File: src/rtl/trainer.sv
// Training sequencer for one product neuron: loads a small sample set, runs EPOCHS
// forward/backward passes, then one evaluation pass reporting the worst absolute error.
module trainer #(
    parameter int N      = 2,
    parameter int W      = 8,
    parameter int R      = 16,
    parameter int DEPTH  = 4,
    parameter int EPOCHS = 25,
    parameter int TOL    = 5
) (
    input  logic             clock,
    input  logic             reset,
    input  logic             sample_valid,
    output logic             sample_ready,
    input  logic [R+N*W-1:0] sample_data,
    input  logic             start,
    output logic             busy,
    output logic             done,
    output logic             pass,
    output logic [R-1:0]     max_error,
    output logic             train,
    output logic             argument_valid,
    input  logic             argument_ready,
    output logic [N*W-1:0]   argument_data,
    input  logic             result_valid,
    output logic             result_ready,
    input  logic [R-1:0]     result_data,
    output logic             error_valid,
    input  logic             error_ready,
    output logic [R-1:0]     error_data,
    input  logic             propagate_valid,
    output logic             propagate_ready,
    input  logic [N*R-1:0]   propagate_data
);

    localparam int CW = $clog2(DEPTH + 1);
    localparam int IW = (DEPTH > 1) ? $clog2(DEPTH) : 1;
    localparam int EW = $clog2(EPOCHS + 1) + 1;

    typedef enum logic [2:0] {IDLE, FWD, RES, ERR, PRP, EVAL, DONE} state_t;

    state_t           state_r;
    logic [CW-1:0]    count_r;
    logic [IW-1:0]    idx_r;
    logic [EW-1:0]    epoch_r;
    logic [R-1:0]     err_r;
    logic [R-1:0]     tgt_mem_r [DEPTH];
    logic [N*W-1:0]   arg_mem_r [DEPTH];

    logic             idle_s;
    logic             load_fire_s;
    logic             start_ok_s;
    logic             last_s;
    logic [R-1:0]     abs_s;
    logic [R-1:0]     new_max_s;
    logic             unused_prop_s;

    // Target minus result in R+1 bits, clamped to the signed R-bit range.
    function automatic logic [R-1:0] sat_sub(input logic [R-1:0] a, input logic [R-1:0] b);
        logic [R:0] d;
        d = {a[R-1], a} - {b[R-1], b};
        if (d[R] != d[R-1]) begin
            sat_sub = d[R] ? {1'b1, {(R-1){1'b0}}} : {1'b0, {(R-1){1'b1}}};
        end else begin
            sat_sub = d[R-1:0];
        end
    endfunction

    // Magnitude of a signed value; the most negative code maps to the largest positive one.
    function automatic logic [R-1:0] abs_sat(input logic [R-1:0] e);
        if (!e[R-1]) begin
            abs_sat = e;
        end else if (e == {1'b1, {(R-1){1'b0}}}) begin
            abs_sat = {1'b0, {(R-1){1'b1}}};
        end else begin
            abs_sat = (~e) + R'(1);
        end
    endfunction

    assign idle_s          = (state_r == IDLE) || (state_r == DONE);
    assign sample_ready    = idle_s && (count_r < CW'(DEPTH));
    assign load_fire_s     = sample_valid && sample_ready;
    assign start_ok_s      = start && idle_s && (count_r != CW'(0));
    assign last_s          = (CW'(idx_r) == count_r - CW'(1));
    assign abs_s           = abs_sat(err_r);
    assign new_max_s       = (abs_s > max_error) ? abs_s : max_error;
    assign busy            = !idle_s;
    assign argument_valid  = (state_r == FWD);
    assign result_ready    = (state_r == RES);
    assign error_valid     = (state_r == ERR);
    assign propagate_ready = (state_r == PRP);
    assign error_data      = err_r;
    assign unused_prop_s   = ^propagate_data;

    // Sample memory write port; contents are meaningless once count is cleared.
    always_ff @(posedge clock) begin
        if (load_fire_s) begin
            tgt_mem_r[count_r[IW-1:0]] <= sample_data[R+N*W-1 -: R];
            arg_mem_r[count_r[IW-1:0]] <= sample_data[N*W-1:0];
        end
    end

    // Run sequencer: load counting, forward/result/error/propagate handshakes, evaluation.
    always_ff @(posedge clock or posedge reset) begin
        if (reset) begin
            state_r       <= IDLE;
            count_r       <= CW'(0);
            idx_r         <= IW'(0);
            epoch_r       <= EW'(0);
            err_r         <= R'(0);
            train         <= 1'b0;
            done          <= 1'b0;
            pass          <= 1'b0;
            max_error     <= R'(0);
            argument_data <= (N*W)'(0);
        end else begin
            if (load_fire_s) begin
                count_r <= count_r + CW'(1);
            end
            case (state_r)
                IDLE, DONE: begin
                    if (start_ok_s) begin
                        state_r       <= FWD;
                        done          <= 1'b0;
                        pass          <= 1'b0;
                        max_error     <= R'(0);
                        epoch_r       <= EW'(0);
                        idx_r         <= IW'(0);
                        train         <= (EPOCHS > 0);
                        argument_data <= arg_mem_r[IW'(0)];
                    end
                end
                FWD: begin
                    if (argument_ready) state_r <= RES;
                end
                RES: begin
                    if (result_valid) begin
                        err_r   <= sat_sub(tgt_mem_r[idx_r], result_data);
                        state_r <= train ? ERR : EVAL;
                    end
                end
                ERR: begin
                    if (error_ready) state_r <= PRP;
                end
                PRP: begin
                    if (propagate_valid) begin
                        state_r <= FWD;
                        if (last_s) begin
                            idx_r         <= IW'(0);
                            argument_data <= arg_mem_r[IW'(0)];
                            epoch_r       <= epoch_r + EW'(1);
                            // Final training epoch: the next forward pass is evaluation.
                            if (epoch_r == EW'(EPOCHS - 1)) train <= 1'b0;
                        end else begin
                            idx_r         <= idx_r + IW'(1);
                            argument_data <= arg_mem_r[idx_r + IW'(1)];
                        end
                    end
                end
                EVAL: begin
                    max_error <= new_max_s;
                    if (last_s) begin
                        state_r <= DONE;
                        done    <= 1'b1;
                        pass    <= (new_max_s < R'(TOL));
                    end else begin
                        state_r       <= FWD;
                        idx_r         <= idx_r + IW'(1);
                        argument_data <= arg_mem_r[idx_r + IW'(1)];
                    end
                end
                default: state_r <= IDLE;
            endcase
        end
    end

endmodule
File: config.mk
export PLATFORM = sky130hd
export DESIGN_NAME = trainer
export DESIGN_NICKNAME = d
export VERILOG_FILES = /design/src/rtl/trainer.sv
export SDC_FILE = /design/constraint.sdc
export NUM_CORES = 1
export LEC_CHECK = 0
export CAP_MARGIN = 20
export CORE_MARGIN = 2
export CORE_UTILIZATION = 26
export CTS_CLUSTER_SIZE = 10
export DETAILED_ROUTE_END_ITERATION = 8
export HOLD_SLACK_MARGIN = 0.15
export PLACE_DENSITY = 0.54
export SYNTH_ARGS = -nofsm -noshare
export SYNTH_HDL_FRONTEND = slang
export SYNTH_SLANG_ARGS = --single-unit
File: constraint.sdc
create_clock -name clock -period 12.6 [get_ports clock]
set_clock_uncertainty 0.1 [all_clocks]
set_input_delay 2.52 -clock clock [delete_from_list [all_inputs] [get_ports clock]]
set_output_delay 2.52 -clock clock [all_outputs]
set_load 0.005 [all_outputs]
# Word-level counts from Yosys, hierarchy flattened
# Memory sizes are Yosys's and may differ from the RTL's.
# Index checks and enable logic that the tools add are counted.
# word_totals
reg_bits,65
n_memories,2
elab_cells,101
inputBits,88
mem_bits_rw,128
# memory_table
memory,words,width,read_ports,rd_clocked_by_memory_dff,wr,line,rtl
arg_mem_r,4,16,2,0,1,48,logic [N*W-1:0] arg_mem_r [DEPTH];
tgt_mem_r,4,16,1,0,1,47,logic [R-1:0] tgt_mem_r [DEPTH];
# op_classes
eq_ne,19
bitwise,1
order_cmp,3
addsub,6
mux,41
reduce_logical,19
# op_table
operator,count
two-way mux 16 bit,10
case mux 16 bit (3 select lines),1
case mux 16 bit (2 select lines),1
two-way mux 3 bit,7
two-way mux 6 bit,3
case mux 3 bit (6 select lines),1
subtractor 16 x 16 -> 17 bit,1
adder 16 x 1 -> 16 bit (second input constant),1
== test 16 bit (second input constant),1
> comparator 16 bit,1
less-than comparator 16 x 3 -> 1 bit (second input constant),1
NOT 16 bit,1
case mux 6 bit (2 select lines),1
inequality test 2 bit (second input constant),5
AND reduction 5 bit,2
== test 3 bit (second input constant),3
two-way mux 1 bit,9
two-way mux 2 bit,4
inequality test 2 x 1 -> 1 bit (second input constant),4
AND reduction 4 bit,2
adder 6 x 1 -> 6 bit (second input constant),1
== test 3 x 2 -> 1 bit (second input constant),2
== test 6 x 5 -> 1 bit (second input constant),1
case mux 1 bit (2 select lines),3
17 further kinds,23

# Depth between registers and ports, before layout
# depth
word_depth,9
depth_mapped,18
ltp_nobuf,17

# Worst setup path after synthesis
# Ideal clock, no wire load.
# synth_path
path_type,input -> register
startpoint,input result_data[0]
endpoint,register err_r[14] (netlist: error_data[14])
arrival_ns,4.658
stages,11
setup_slack_ns,7.766
setup_time_ns,0.076
required_ns,12.424
path_cell_list,ha_1 fa_1 nor2b_1 o2111ai_1 a21oi_1 o41ai_4 nand2b_1 a31oi_1 buf_2 a21oi_1 o21ai_1
# synth_between
elab_chain_cells,3
elab_cells_between_ends,4
classes_between,1 x add/sub; 1 x eq/ne; 2 x mux
# synth_lines
item,line,rtl
"start, declared",27,"input logic [R-1:0] result_data,"
subtractor 16 x 16 -> 17 bit (*),61,"d = {a[R-1], a} - {b[R-1], b};"
two-way mux 16 bit or inequality test 1 bit (tied branches),"63, 62",
two-way mux 16 bit (*),62,if (d[R] != d[R-1]) begin
"end signal, assigned",138,"err_r <= sat_sub(tgt_mem_r[idx_r], result_data);"
"end, declared",46,logic [R-1:0] err_r;
# Mark *: on every way between the ends. The rest lies on a longest branch, timed or not.
# A chain may end at the register's enable or synchronous reset.

# Worst setup path in the final report
# layout_path
startpoint,input result_data[1]
endpoint,register err_r[10] (netlist: error_data[10])
# Same word-level chain as after synthesis.

==> metrics <==
first-pass detailed-route iteration total=5; DRC Markers=0; IO Count=145; biggest area consumer among synthesized cells=edfxtp_1; wire per inst=16.6 um; TritonCTS clock tree=done; WP buf/inv=2; PwrDens=226 nW/um^2; syn nets=910; CTS Sinks=193; Slew Viols, Final=0; fillers=3,602; area fraction of the dominant cell type after synthesis=40.8%; initial antenna violation count=2; CTS buffer count=17; clk slew on worst S/H paths=0.08 ns; asr flop ratio synth=33.7%; site row count=69; worst hold path type=flip-flop to flip-flop; total congestion overflow=0; Crit-path slowest cell=xnor2_1; Core Area=35,600 um^2; Die H=194 um; ant diodes=0; cts hold-fix bufs=0; root buf cell=clkbuf_16; First DRT Iteration DRCs=382; Die W=194 um; DR vias=6,364; post-detail-place hpwl=15.5 mm; setup bufs post-CTS=0; synth top area cells=edfxtp_1 41%, dfrtp_1 17%, ha_1 5.3%, mux4_2 3.8%, nand2_1 2.8%; worst skew pair latency=0.44 ns; Critical Path, Cell by Cell=clkdlybuf4s50_1 > inv_1 > ha_1 > nor2b_1 > o31a_1 > o21ai_1 > a31oi_1 > a21boi_1 > xnor2_1 > and3_1 > a221o_1; commonest non-fill, non-tap cell in the layout=edfxtp_1; Synth Flop Type=edfxtp_1; fin crit share=43.4%; Tightest Pin Transition=1.04 ns; Arr. time, crit path=5.74 ns; P_leak=0.00429 uW; EDFF count, synth=128; via/cell ratio=4.67; FF-to-FF setup slack=8.05 ns; Post-DRT Antenna Nets=0; Initial Util=26.5%; commonest non-fill, non-tap cells in the layout=128 x edfxtp_1, 112 x clkdlybuf4s50_1, 70 x nand2_1; required time of the critical path=12.87 ns; Synth Instances=781; synthesized area per cell=12.0 um^2; area grow syn2layout=24.1%; cell family with most CP delay=compound AO/OA/AOI/OAI gates; MaxCap Viol Count=0; largest net degree at the start of global routing=66; final WL=22.6 mm; gr usage total=12.3%; Slew headroom=30.6%; Die Area=37,700 um^2; sequential area share after synthesis=58.1%; Critical Path Sink Type=flip-flop; status=finished, final reports clean; min Tclk post-route=5.47 ns; RSZ-0062 raised after global routing=no; global-route wire length before repair=36.4 mm; Final setup viols=0; FF+latch count, synth=193; Max stage delay on crit path=0.81 ns; nets@finish=1,019; Startpoint Class=primary input; Port Buffer Count=112; CP max FO=14; dpl cells=1,332; Hold Fails Final Rpt=0; TNS Setup=0 ns; fin cells=1,364; highest clock rate=183 MHz; Yosys warning total=0; Post-Syn Area=9410 um^2; fraction of layout cells with a size suffix above 1=9.08%; critical path class=primary input to flip-flop; Longest Clk Path Bufs=2; H-tree levels=4; post-CTS sizing=0; post-synthesis cell type count=65; vias in the first global route=6,482; GP Congestion=0.789; IR Drop Worst-Case VDD=0.000104 V
metal layers:
metal | track usage (%) | up-vias | part of all wire, %
met5 | 0 | - | 0.12
met4 | 3.28 | 4 | 1.3
met3 | 3.24 | 19 | 4.7
met2 | 20.2 | 127 | 47
met1 | 16.1 | 3103 | 47
li1 | - | 3111 | -
worst paths after layout:
path	startpoint	end	cells past startpoint
max	result_data[1]	error_data[10]$_DFFE_PP0P_	11
min	argument_data[12]$_DFFE_PP0P_	argument_data[12]$_DFFE_PP0P_	1
max reg2reg	error_data[10]$_DFFE_PP0P_	max_error[11]$_DFFE_PP0P_	13
min reg2reg	argument_data[12]$_DFFE_PP0P_	argument_data[12]$_DFFE_PP0P_	1
max in group asynchronous	reset	idx_r[0]$_DFFE_PP0P_	3
min in group asynchronous	reset	max_error[5]$_DFFE_PP0P_	3
metrics by stage:
step	worst slack, ns	power [uW]	hold slack [ns]	utilization (%)	area (um^2)
3_3_place_gp	6.77	2080	0.373	31.1	11100
6_report	7.13	2640	0.394	32.8	11700
4_1_cts	7.17	2670	0.402	32.8	11700
5_1_grt	6.84	2850	0.428	32.8	11700
3_5_place_dp	6.70	2090	0.382	31.1	11100
2_1_floorplan	7.77	1670	0.364	-	9410
cell families after synthesis:
group / count (synthesis) / synth area share, %
buffers and inverters: 83 / 3.42
xor gates and xnor gates: 26 / 2.42
and+or+nand+nor: 208 / 10.8
adders and majority gates: 41 / 5.53
muxes: 42 / 6.71
DFF: 193 / 58.1
AOI/OAI and AO/OA: 188 / 13.0
power by group:
part | internal (uW) | switching, uW
registers | 787 | 118
logic | 536 | 629
clock network | 293 | 276
total | 1620 | 1020
state kept, by name, indices dropped and copies added (netlist names), 2 cells and up:
signal and cells:
arg_mem_r 64, state_r 3, count_r 3, epoch_r 6
argument_data 16, tgt_mem_r 64, error_data 16, idx_r 2
max_error 16
cells in the mapped netlist, drive strengths merged (2+ instances only):
cell and count:
edfxtp 128, nand2 70, dfrtp 65, o21ai 61, nor2 52, inv 51, a21oi 47, ha 40
o31ai 23, clkbuf 20, mux2i 17, mux4 16, nand2b 15, nand3 14, nor2b 14, a22oi 13
xnor2 13, xor2 13, buf 12, nand4 10, mux2 9, and3 8, a21o 7, a221o 7
or4 6, and2 5, o22ai 5, nor4 4, o41ai 4, a31oi 3, o21a 3, o311ai 3
a211oi 2, a21boi 2, nor3 2, nor4b 2, or2 2, or3 2
layout make-up:
cell class                      count  area (um^2)  area share, %
Timing Repair Buffer              122         1200           10.2
Clock buffer                       18          439           3.76
Clock inverter                     14          183           1.56
Tap cell                          461          577           4.94
Sequential cell                   193         5470           46.8
Inverter                           51          191           1.64
Multi-Input combinational cell    505         3620           31.0
worst reg2reg max path: stages, from the launching register on:
cell and delay [ns]:
dfrtp_1 0.47, or4_1 0.64, nor4b_2 0.31, and2_1 0.29
a211oi_1 0.08, a31oi_1 0.38, ha_1 0.34, a21o_1 0.19
a21o_1 0.17, a21oi_1 0.12, o21ai_0 0.10, a221o_1 0.38
o2111a_1 0.51, o31ai_1 0.38
(Power assumes the default switching activity.)
==> RTL change 1, RTL diff (config.mk and constraints unchanged) <==
Register the output `max_error` once more, cleared by the reset; this adds one clock of latency there. The other outputs are not delayed to match.
--- a/src/rtl/trainer.sv
+++ b/src/rtl/trainer.sv
@@ -39,4 +39,6 @@
 
     typedef enum logic [2:0] {IDLE, FWD, RES, ERR, PRP, EVAL, DONE} state_t;
+
+    logic [R-1:0] max_error_s0;
 
     state_t           state_r;
@@ -84,5 +86,5 @@
     assign last_s          = (CW'(idx_r) == count_r - CW'(1));
     assign abs_s           = abs_sat(err_r);
-    assign new_max_s       = (abs_s > max_error) ? abs_s : max_error;
+    assign new_max_s       = (abs_s > max_error_s0) ? abs_s : max_error_s0;
     assign busy            = !idle_s;
     assign argument_valid  = (state_r == FWD);
@@ -112,5 +114,5 @@
             done          <= 1'b0;
             pass          <= 1'b0;
-            max_error     <= R'(0);
+            max_error_s0  <= R'(0);
             argument_data <= (N*W)'(0);
         end else begin
@@ -124,5 +126,5 @@
                         done          <= 1'b0;
                         pass          <= 1'b0;
-                        max_error     <= R'(0);
+                        max_error_s0  <= R'(0);
                         epoch_r       <= EW'(0);
                         idx_r         <= IW'(0);
@@ -159,5 +161,5 @@
                 end
                 EVAL: begin
-                    max_error <= new_max_s;
+                    max_error_s0 <= new_max_s;
                     if (last_s) begin
                         state_r <= DONE;
@@ -175,3 +177,11 @@
     end
 
+    always_ff @(posedge clock or posedge reset) begin
+        if (reset) begin
+            max_error <= '0;
+        end else begin
+            max_error <= max_error_s0;
+        end
+    end
+
 endmodule
Function: no difference found for any inputs over 4 cycles, from zero or initial values and one cycle with reset high; that may be too few to reach the edited logic, so the function may still have changed.
==> RTL change 1 against the original RTL <==
  * Sequential cell count is 16 higher
  * First-iteration DRC count down 11%
  * Wire length up 9.2%
  * Die area is 9.0% higher
  * Power is 2.4% higher
  * Design area grew 8.9%
  * Global-route usage fell by 0.49 points
  * Worst hold slack lost 120 ps
  * Synthesized cell count up 10%
  * Synthesized area increased by 9.2%
  * Fmax grew 3.5%
  * Setup slack improved by 190 ps
  * Critical path depth down 7
  * Count of clock-buffer cells in the layout grew 23
  * Largest power group unchanged
==> RTL change 1: results (changes against the original RTL) <==
.. list-table::
   :header-rows: 1

   * - Metric
     - Value
   * - Result of the run
     - complete, no violations (unchanged)
   * - Top cell family by delay on the critical path
     - simple AND/OR/NAND/NOR gates (was compound AO/OA/AOI/OAI gates)
   * - Slew headroom
     - 30.5% (was 30.6%)
   * - Detailed-routing iteration count for the pre-antenna-repair pass
     - 6 (was 5)
   * - Synth Area in Compound Gates
     - 11.4% (was 13.0%)
   * - Longest individual stage delay on the worst path
     - 600 ps (was 810 ps)
   * - Number of clock buffers inserted by TritonCTS
     - 25 (was 17)
   * - Tot GR Track Use
     - 11.8% (was 12.3%)
   * - Adder-cell share of the synthesized area
     - 6.66% (was 5.53%)
   * - Synthesized netlist net count
     - 992 (was 910)
   * - Via count of the first global-routing pass
     - 6894 (was 6482)
   * - Worst slack, placed
     - 6650 ps (was 6700 ps)
   * - Largest net degree at the start of global routing
     - 67 (was 66)
   * - Antenna violations before repair
     - 5 (was 2)
   * - Share of final-layout standard cells stronger than drive strength 1
     - 9.69% (was 9.08%)
   * - Multiplexer share of the synthesized area
     - 7.03% (was 6.71%)
   * - Number of nets at the end of the flow
     - 1104 (was 1019)
   * - Number of fill cells
     - 3902 (was 3602)
   * - Top post-synthesis cells by count
     - edfxtp_1, dfrtp_1, inv_1 (was edfxtp_1, nand2_1, dfrtp_1)
   * - Data arrival time of the critical path
     - 2670 ps (was 5740 ps)
   * - Final weighted congestion in routability-driven placement
     - 0.814 (was 0.789)
   * - Count of different cell masters after synthesis
     - 70 (was 65)
   * - Clock-pin slew of the registers on the worst-case setup and hold paths
     - 50 ps (was 80 ps)
   * - Share of synthesized area occupied by flip-flops and latches
     - 57.1% (was 58.1%)
   * - Hpwl dp
     - 16900 um (was 15500 um)
   * - Most area-consuming cells after synthesis
     - edfxtp_1, dfrtp_1, ha_1 (unchanged)
   * - Latest clock arrival within the worst-skew pair
     - 540 ps (was 440 ps)
   * - Post-synthesis share of cell area spent on xor and xnor gates
     - 1.88% (was 2.42%)
## RTL change 1: layout make-up
cell class | count | area [um^2] | share of cell area, %
antenna | 3 | 7.51 | 0.0590
clock buffer | 41 | 716 | 5.63
clock inverter | 2 | 25.0 | 0.197
inverter | 75 | 283 | 2.22
multi-input combinational | 540 | 3950 | 31.1
sequential | 209 | 5870 | 46.2
tap | 518 | 648 | 5.10
timing repair buffer | 124 | 1210 | 9.52
## RTL change 1: cells by family after synthesis
family,count (synthesis)
AOI/OAI and AO/OA,171
xor gates and xnor gates,22
adders and majority gates,56
buffers and inverters,114
DFF,209
muxes,51
and+or+nand+nor,240
## RTL change 1: per-stage QoR
stage	cell area, um^2	std cells
global route	12700	1509
finish	12700	1512
CTS	12700	1508
detailed placement	12000	1465
global placement	12000	1465
floorplan	10300	863
## RTL change 1: routing by layer
| metal | GRT usage, % | routed length [um] |
|---|---|---|
| met3 | 2.70 | 1350 |
| met1 | 15.8 | 11400 |
| met5 | 0 | 24 |
| met4 | 2.45 | 487 |
| met2 | 19.8 | 11500 |
## RTL change 1: worst paths after layout
path / from / endpoint / slack [ps] / cells past startpoint
max in group asynchronous: reset / idx_r[0] / 8990 / 3
min: max_error_s0[9] / max_error[9] / 280 / 0
min reg2reg: max_error_s0[9] / max_error[9] / 280 / 0
max reg2reg: error_data[15] / max_error_s0[11] / 7760 / 13
max: state_r[1] / sample_ready / 7310 / 4
min in group asynchronous: reset / error_data[1] / 2160 / 2
## RTL change 1: power by group
group / leakage [nW] / internal, mW / total (mW) / switching [mW]
Clock: 0.359 / 0.386 / 0.656 / 0.270
Combinational: 2.24 / 0.502 / 1.07 / 0.569
Sequential: 2.19 / 0.853 / 0.976 / 0.123
Total: 4.79 / 1.74 / 2.70 / 0.962
==> RTL change 2, RTL diff (same flow settings) <==
Made on the original files. Change the parameter `N` from 2 to 1.
--- a/src/rtl/trainer.sv
+++ b/src/rtl/trainer.sv
@@ -2,5 +2,5 @@
 // forward/backward passes, then one evaluation pass reporting the worst absolute error.
 module trainer #(
-    parameter int N      = 2,
+    parameter int N      = 1,
     parameter int W      = 8,
     parameter int R      = 16,
Ports: changed (resized argument_data, propagate_data and sample_data); port bits go from 145 to 113. The function was not compared with the original's and may differ.
==> RTL change 2 against the original RTL <==
  * Design area is 15% lower
  * Wire length is 11% lower
  * Largest cell class unchanged
  * First-iteration DRC count is 8.1% higher
  * Power is 17% lower
  * Setup slack worse by 110 ps
  * Critical path type unchanged
  * Sequential cell count is 40 lower
  * Final cell count is 13% lower
  * Synthesized area is 16% lower
==> RTL change 2: results (changes against the original RTL) <==
.. list-table::
   :header-rows: 1

   * - Metric
     - Value
   * - Result of the run
     - complete, no violations (unchanged)
   * - Most area-consuming cells after synthesis
     - edfxtp_1, dfrtp_1, ha_1 (unchanged)
   * - Static leakage
     - 3.83 nW (was 4.29 nW)
   * - Via count of the first global-routing pass
     - 5429 (was 6482)
   * - Top post-synthesis cells by count
     - edfxtp_1, dfrtp_1, inv_1 (was edfxtp_1, nand2_1, dfrtp_1)
   * - GR met2 Demand/Resource
     - 20.9% (was 20.2%)
   * - Hpwl dp
     - 14200 um (was 15500 um)
   * - Met3 Wirelength
     - 865 um (was 1050 um)
   * - Met2 Wirelength
     - 9330 um (was 10700 um)
   * - Number of fill cells
     - 3027 (was 3602)
   * - Highest metal used
     - met4 (was met5)
   * - Wire length on met1
     - 9770 um (was 10600 um)
   * - Largest net degree at the start of global routing
     - 58 (was 66)
   * - Proportion of synthesized flip-flops having asynchronous set or reset
     - 37.3% (was 33.7%)
   * - GR met3 Demand/Resource
     - 2.69% (was 3.24%)
   * - Detailed-routing iteration count for the pre-antenna-repair pass
     - 4 (was 5)
   * - Share of synthesized area occupied by flip-flops and latches
     - 54.4% (was 58.1%)
   * - Number of nets at the end of the flow
     - 885 (was 1019)
   * - Final routed wire length divided by cell count
     - 17.0 um (was 16.6 um)
   * - Synthesized netlist net count
     - 784 (was 910)
   * - Number of flops mapped to enable cells by yosys
     - 96 (was 128)
   * - Critical-path top delay cell
     - o21ai_1 (was xnor2_1)
   * - Worst slack, placed
     - 6620 ps (was 6700 ps)
   * - Biggest fanout along the worst timing path
     - 16 (was 14)
   * - Number of vias after detailed routing
     - 5492 (was 6364)
   * - Clock-pin slew of the registers on the worst-case setup and hold paths
     - 60 ps (was 80 ps)
   * - Wire length of the first global-routing pass
     - 31200 um (was 36400 um)
   * - Post-synthesis cell count
     - 679 (was 781)
   * - Tot GR Track Use
     - 13.1% (was 12.3%)
   * - Longest individual stage delay on the worst path
     - 790 ps (was 810 ps)
   * - Met1 Usage GRT
     - 18.1% (was 16.1%)
   * - Count of buffers from port buffering
     - 96 (was 112)
   * - Share of final-layout standard cells stronger than drive strength 1
     - 10.7% (was 9.08%)
   * - Wire length reported by the detailed router
     - 20100 um (was 22600 um)
   * - Number of DRC markers in iteration 0
     - 413 (was 382)
## RTL change 2: changes by cell type after synthesis, sizes merged, moves of 5 or more
| cell | unedited run | this run |
|---|---|---|
| nand2 | 70 | 53 |
| nand2b | 15 | 8 |
| a21oi | 47 | 30 |
| edfxtp | 128 | 96 |
| o221a | 0 | 8 |
| o31ai | 23 | 5 |
| buf | 12 | 5 |
| dfrtp | 65 | 57 |
| o21ai | 61 | 42 |
| a221o | 7 | 0 |
| inv | 51 | 56 |
## RTL change 2: where the power goes
| part | total [mW] | leakage [nW] | switching [mW] | internal (mW) |
|---|---|---|---|---|
| clock network | 0.507 | 0.281 | 0.242 | 0.265 |
| registers | 0.737 | 1.57 | 0.112 | 0.625 |
| logic | 0.957 | 1.97 | 0.501 | 0.456 |
## RTL change 2: final timing paths
check                              endpoint  slack (ps)      startpoint
max in group asynchronous    error_data[14]        9310           reset
hold reg to reg                        done         390            done
setup / recovery             error_data[13]        7020  result_data[0]
hold / removal                         done         390            done
setup reg to reg               max_error[8]        7520   error_data[0]
min in group asynchronous  argument_data[4]        2550           reset
## RTL change 2: area by class of cell
class	instances	area share [%]
well taps	390	4.91
repair buffers	105	10.4
clock buffers	18	4.32
flip-flops and latches	153	43.4
clock inverters	14	1.52
multi-input cells	447	33.4
inverters	56	2.12
## RTL change 2: cell families (layout without fill, tap and decap cells)
logic type / count (synthesis) / after routing / share of synthesized area, %
AOI/OAI and AO/OA: 143 / 143 / 12.1
xor gates and xnor gates: 25 / 25 / 2.76
adders and majority gates: 41 / 41 / 6.57
buffers and inverters: 79 / 193 / 3.80
DFF: 153 / 153 / 54.4
muxes: 46 / 46 / 8.48
and+or+nand+nor: 192 / 192 / 11.9
